--- config.mk ---
export PLATFORM = sky130hd
export DESIGN_NAME = cp0_flat
export DESIGN_NICKNAME = d
export VERILOG_FILES = /design/src/rtl/cp0_if.sv /design/src/rtl/cp0.sv /design/src/flat_wrapper.sv
export SDC_FILE = /design/constraint.sdc
export NUM_CORES = 1
export LEC_CHECK = 0
export CAP_MARGIN = 15
export CORE_AREA = 4 4 109 111
export DETAILED_ROUTE_END_ITERATION = 6
export DIE_AREA = 0 0 113 115
export PLACE_DENSITY = 0.63
export SETUP_SLACK_MARGIN = 0.2
export SLEW_MARGIN = 5
export SYNTH_ARGS = -nofsm -noshare
export SYNTH_HDL_FRONTEND = slang
export SYNTH_SLANG_ARGS = --single-unit
--- constraint.sdc ---
create_clock -name clk -period 3.17 [get_ports clk]
set_input_delay 0.634 -clock clk [delete_from_list [all_inputs] [get_ports clk]]
set_output_delay 0.634 -clock clk [all_outputs]
set_load 0.005 [all_outputs]
--- src/rtl/cp0_if.sv ---
// Pipeline-to-CP0 bus: mfc0/mtc0 access, interrupt lines, exception reports and trap outputs.
interface cp0_if;
  logic [4:0]  reg_addr;
  logic        write_enable;
  logic [31:0] write_data;
  logic [31:0] read_result;
  logic [5:0]  hwirq;
  logic        exc_valid;
  logic [4:0]  exc_code;
  logic        exc_bd;
  logic [31:0] exc_pc;
  logic        eret;
  logic        trap;
  logic [31:0] epc;
  logic        exl;

  modport slave (
    input  reg_addr, write_enable, write_data, hwirq,
           exc_valid, exc_code, exc_bd, exc_pc, eret,
    output read_result, trap, epc, exl
  );

  modport master (
    output reg_addr, write_enable, write_data, hwirq,
           exc_valid, exc_code, exc_bd, exc_pc, eret,
    input  read_result, trap, epc, exl
  );
endinterface

--- src/rtl/cp0.sv ---
// MIPS-style CP0: SR/Cause/EPC/PRId register file plus exception/interrupt trap control.
// SR.EXL doubles as the two-state control (NORMAL/HANDLER).
module cp0 #(
  parameter logic [31:0] PRID     = 32'h0000_3000,
  parameter logic [4:0]  INT_CODE = 5'd0
) (
  input  logic clk,
  input  logic rst,
  cp0_if.slave bus
);
  localparam logic [0:0] NORMAL  = 1'b0;
  localparam logic [0:0] HANDLER = 1'b1;

  localparam logic [4:0] R_SR    = 5'd12;
  localparam logic [4:0] R_CAUSE = 5'd13;
  localparam logic [4:0] R_EPC   = 5'd14;
  localparam logic [4:0] R_PRID  = 5'd15;

  logic [5:0]  im_q, im_d;
  logic [0:0]  exl_q, exl_d;
  logic        ie_q, ie_d;
  logic [5:0]  ip_q, ip_d;
  logic        bd_q, bd_d;
  logic [4:0]  exccode_q, exccode_d;
  logic [31:0] epc_q, epc_d;

  logic        int_pend;
  logic        trap;
  logic [31:0] sr_val, cause_val, exc_epc;

  assign sr_val    = {16'b0, im_q, 8'b0, exl_q, ie_q};
  assign cause_val = {bd_q, 15'b0, ip_q, 3'b0, exccode_q, 2'b0};

  assign int_pend = ie_q & (exl_q == NORMAL) & (|(ip_q & im_q));
  assign trap     = int_pend | (bus.exc_valid & (exl_q == NORMAL));
  assign exc_epc  = bus.exc_bd ? (bus.exc_pc - 32'd4) : bus.exc_pc;

  assign bus.trap = trap;
  assign bus.epc  = epc_q;
  assign bus.exl  = exl_q[0];

  always_comb begin
    bus.read_result = 32'b0;
    case (bus.reg_addr)
      R_SR:    bus.read_result = sr_val;
      R_CAUSE: bus.read_result = cause_val;
      R_EPC:   bus.read_result = epc_q;
      R_PRID:  bus.read_result = PRID;
      default: bus.read_result = 32'b0;
    endcase
  end

  // Later assignments override earlier ones: trap > eret > mtc0.
  always_comb begin
    im_d      = im_q;
    exl_d     = exl_q;
    ie_d      = ie_q;
    ip_d      = bus.hwirq;
    bd_d      = bd_q;
    exccode_d = exccode_q;
    epc_d     = epc_q;
    if (bus.write_enable) begin
      if (bus.reg_addr == R_SR) begin
        im_d  = bus.write_data[15:10];
        exl_d = bus.write_data[1];
        ie_d  = bus.write_data[0];
      end
      if (bus.reg_addr == R_EPC)
        epc_d = {bus.write_data[31:2], 2'b00};
    end
    if (bus.eret)
      exl_d = NORMAL;
    if (trap) begin
      exl_d     = HANDLER;
      bd_d      = bus.exc_bd;
      epc_d     = {exc_epc[31:2], 2'b00};
      exccode_d = int_pend ? INT_CODE : bus.exc_code;
    end
  end

  always_ff @(posedge clk or posedge rst) begin
    if (rst) begin
      im_q      <= '0;
      exl_q     <= NORMAL;
      ie_q      <= 1'b0;
      ip_q      <= '0;
      bd_q      <= 1'b0;
      exccode_q <= '0;
      epc_q     <= '0;
    end else begin
      im_q      <= im_d;
      exl_q     <= exl_d;
      ie_q      <= ie_d;
      ip_q      <= ip_d;
      bd_q      <= bd_d;
      exccode_q <= exccode_d;
      epc_q     <= epc_d;
    end
  end
endmodule

--- src/flat_wrapper.sv ---
// flat-port wrapper written by rule: the top's interface ports become plain ports
module cp0_flat 
#(
  parameter logic [31:0] PRID     = 32'h0000_3000,
  parameter logic [4:0]  INT_CODE = 5'd0
)
  (clk, rst, bus_reg_addr, bus_write_enable, bus_write_data, bus_hwirq, bus_exc_valid, bus_exc_code, bus_exc_bd, bus_exc_pc, bus_eret, bus_read_result, bus_trap, bus_epc, bus_exl);
  cp0_if bus_i ();
  input  logic clk;
  input  logic rst;
  input wire logic [$bits(bus_i.reg_addr)-1:0] bus_reg_addr;
  input wire logic [$bits(bus_i.write_enable)-1:0] bus_write_enable;
  input wire logic [$bits(bus_i.write_data)-1:0] bus_write_data;
  input wire logic [$bits(bus_i.hwirq)-1:0] bus_hwirq;
  input wire logic [$bits(bus_i.exc_valid)-1:0] bus_exc_valid;
  input wire logic [$bits(bus_i.exc_code)-1:0] bus_exc_code;
  input wire logic [$bits(bus_i.exc_bd)-1:0] bus_exc_bd;
  input wire logic [$bits(bus_i.exc_pc)-1:0] bus_exc_pc;
  input wire logic [$bits(bus_i.eret)-1:0] bus_eret;
  output wire logic [$bits(bus_i.read_result)-1:0] bus_read_result;
  output wire logic [$bits(bus_i.trap)-1:0] bus_trap;
  output wire logic [$bits(bus_i.epc)-1:0] bus_epc;
  output wire logic [$bits(bus_i.exl)-1:0] bus_exl;
  assign bus_i.reg_addr = bus_reg_addr;
  assign bus_i.write_enable = bus_write_enable;
  assign bus_i.write_data = bus_write_data;
  assign bus_i.hwirq = bus_hwirq;
  assign bus_i.exc_valid = bus_exc_valid;
  assign bus_i.exc_code = bus_exc_code;
  assign bus_i.exc_bd = bus_exc_bd;
  assign bus_i.exc_pc = bus_exc_pc;
  assign bus_i.eret = bus_eret;
  assign bus_read_result = bus_i.read_result;
  assign bus_trap = bus_i.trap;
  assign bus_epc = bus_i.epc;
  assign bus_exl = bus_i.exl;
  cp0 #(.PRID(PRID), .INT_CODE(INT_CODE)) u_core (.clk(clk), .rst(rst), .bus(bus_i));
endmodule
==> summary.md <==
| Metric | Value |
|---|---|
| Max-Cap Viols | 0 |
| Fillers | 1033 |
| Switch share | 32.9% |
| Maximum VDD drop | 245 uV |
| Register area | 1250 um2 |
| WP buf/inv | 4 |
| Final total power | 2.68 mW |
| Initial core utilization | 29.9% |
| CTS Hold Buffers Added | 0 |
| Met3 usage | 3.26% |
| Crit-path cells | clkdlybuf4s50_1 > and4bb_2 > buf_6 > buf_12 > and3_1 > clkdlybuf4s50_1 |
| Vias/cell | 5.47 |
| Post-DP HPWL | 9.26 mm |
| Hold EP | u_core.bd_q$_DFFE_PP0N_ |
| Final-report setup violation count | 0 |
| Clk sinks | 50 |
| #FFs+latches synth | 50 |
| Slowest CP cell | clkdlybuf4s50_1 |
| HP Start | u_core.bd_q$_DFFE_PP0N_ |
| GRT Residual Overflow | 0 |
| Critical path's top delay family | buffers and inverters |
| 1st-iter DRT viols | 165 |
| Worst setup EP type | output pin |
| Pwr/cell area | 516 nW/um2 |
| Status | completed |
| Clk pwr share | 17.2% |
| Area of the multi-input gates | 1820 um2 |
| Crit path launch type | input port |
| Detailed Routing Iterations Pass 1 | 5 |
| Setup WS post-layout | 0.225 ns |
| EDFF count, synth | 0 |
| Register-to-register setup slack | 1.33 ns |
| Cell mode on critical path | clkdlybuf4s50_1 |
| Gr busiest metal | met2 |
| Post-Route WL | 12.5 mm |
| Data arrival, critical path | 2.31 ns |
| Asr flop ratio synth | 100% |
| Tcrit/Tclk final | 92.9% |
| Via count | 3563 |
| Slew HR | 61.9% |
| Most frequent cells in the layout | clkdlybuf4s50_1, dfrtp_1, and3_1 |
| Final setup TNS | 0 ns |
| CTS tree | yes |
| CP peak stage delay | 0.50 ns |
| Gate Count Post-Synth | 351 |
| R2r endpoint | u_core.bus.epc[30]$_DFFE_PP0P_ |
| Req. time, crit path | 2.54 ns |
| Worst hold path class | reg2reg |
| H-tree levels | 2 |
| GP Congestion | 0.917 |
| Final net count | 597 |
| CTS buffer count | 5 |
| Met1 Track Usage GR | 24.2% |
| Initial antenna violation count | 0 |
| Drt wl/cell | 19.2 um |
| Fin Hold WS | 0.493 ns |
| Setup WS pre-CTS | 0.0626 ns |
| Synthesis warning total | 0 |
| Avg Cell Area, Syn | 9.18 um2 |
| Final Hold Viols | 0 |
| Peak fanout along the critical path | 10 |
| Clock transition at path regs | 0.10 ns |
| Met2 usage | 30.9% |
| Total track usage | 18.2% |
| Top Ports | 152 |
| Synthesized area | 3220 um2 |
| Primary FF master, synth | dfrtp_1 |
| Worst Skew | 0.00767 ns |
| Internal Power | 1.80 mW |
| Largest net degree at the start of global routing | 39 |
| Minimum clock period | 2.95 ns |
| Fraction of layout cells with a size suffix above 1 | 12.1% |
| Vias in the first global route | 3655 |
| Total die area | 13000 um2 |
| Most common cell after layout, fill and taps aside | clkdlybuf4s50_1 |
| Least-Margin Pin Slew | 0.571 ns |
| Die X | 113 um |
| Post-synthesis sequential area ratio | 38.8% |
| Chip height | 115 um |
| Later-pin clock latency in the skew report | 0.31 ns |
| Global-route wire length before repair | 19.0 mm |
| Synth cell types | 48 |
| # port buffers | 147 |
| R2R cell count | 6 |
| Sequential Power Share | 41.0% |
| Max-slew violation count | 0 |
| Area grow syn2layout | 61.5% |
| Inserted Diodes | 0 |
| Detailed-route DRC error count | 0 |
| Max frequency | 0.340 GHz |
| Remaining antenna violation count | 0 |
| Kind of critical path | in2out |
| Critical path launch point | bus_reg_addr[0] |
| Switching Power | 0.883 mW |
| FP Rows | 38 |
| Deepest clock path buffer count | 2 |
| Clk root buf | clkbuf_8 |
| LEAKAGE | 2.45 nW |
| Logic pwr share | 41.8% |
| Hold depth | 2 |
| FF-to-FF Start | u_core.im_q[2]$_DFFE_PP0P_ |
| RSZ-0062 raised after global routing | yes |
| Core area | 10800 um2 |
[worst min-delay path: stages (launching register included)]
cell and delay [ns]:
dfrtp_1 0.36, nand2_1 0.05, nand2_1 0.06
[Yosys cell counts, types with 8 or more instances]
master	count	area share [%]
dfrtp_1	50	39
and3_1	34	6.6
nand2_1	28	3.3
clkbuf_1	20	2.3
a211oi_1	14	3.3
nand3_1	14	2.2
o21ai_0	14	2.2
a21oi_1	12	1.9
a31oi_1	12	2.3
a22o_1	11	3.0
a22oi_1	11	2.6
nor2_1	10	1.2
a32oi_1	9	2.4
mux2i_1	9	2.8
nor3_1	9	1.4
inv_1	8	0.93
[stage by stage]
step	util (%)	area (um2)	std cells
finish	48.2	5200	651
global placement	45.8	4950	634
CTS	47.2	5100	644
floorplan	-	3230	352
global route	48.2	5200	651
detailed placement	45.8	4950	634
[registers in the layout, indices dropped and copies added, names as in the netlist]
name              flops
u_core.bd_q           1
u_core.bus.epc       30
u_core.bus.exl        1
u_core.exccode_q      5
u_core.ie_q           1
u_core.im_q           6
u_core.ip_q           6
[power by group through the flow]
stage / Sequential (mW) / Clock [mW] / Combinational [mW]
after floorplan: 1.07 / 0 / 0.441
after global placement: 1.10 / 0 / 1.11
after detailed placement: 1.11 / 0 / 1.12
after CTS: 1.10 / 0.473 / 1.13
after global routing: 1.14 / 0.495 / 1.23
final: 1.10 / 0.461 / 1.12
[per-layer routing]
metal	up-vias	part of all wire, %
met5	-	0
met4	0	1.1
met3	15	6.0
met2	148	48
met1	1728	45
li1	1672	-
[layout make-up]
type	instances	share of cell area [%]
Multi-Input combinational cell	265	35.0
Timing Repair Buffer	180	34.8
Sequential cell	50	24.0
Tap cell	140	3.37
Clock buffer	5	1.32
Clock inverter	3	0.866
Inverter	8	0.577
[repair_timing]
action | 4_1_cts | 5_1_grt
pin swaps | 1 | 1
setup endpoints to repair | 11 | 21
buffers inserted | 1 | 6
gates cloned | 1 | 1
resized for setup | 18 | 15
[how the worst max path moves through the flow]
stage / to / slack (ns) / cells after the start
floorplan: bus_read_result[14] / 0.78 / 5
global placement: bus_read_result[14] / 0.06 / 7
detailed placement: bus_read_result[14] / 0.06 / 7
CTS: bus_read_result[23] / 0.15 / 6
global route: bus_read_result[7] / 0.14 / 6
finish: bus_read_result[24] / 0.22 / 6
[logic make-up after synthesis]
kind of cell	after synthesis	synth area share [%]
simple gates	130	24.1
compound gates	105	23.4
flops	50	38.8
buf+inv	37	4.97
mux	16	5.24
xor+xnor	11	2.99
fa+ha+maj	1	0.388
other cells	1	0.116
Power figures use the tool's default switching activity.
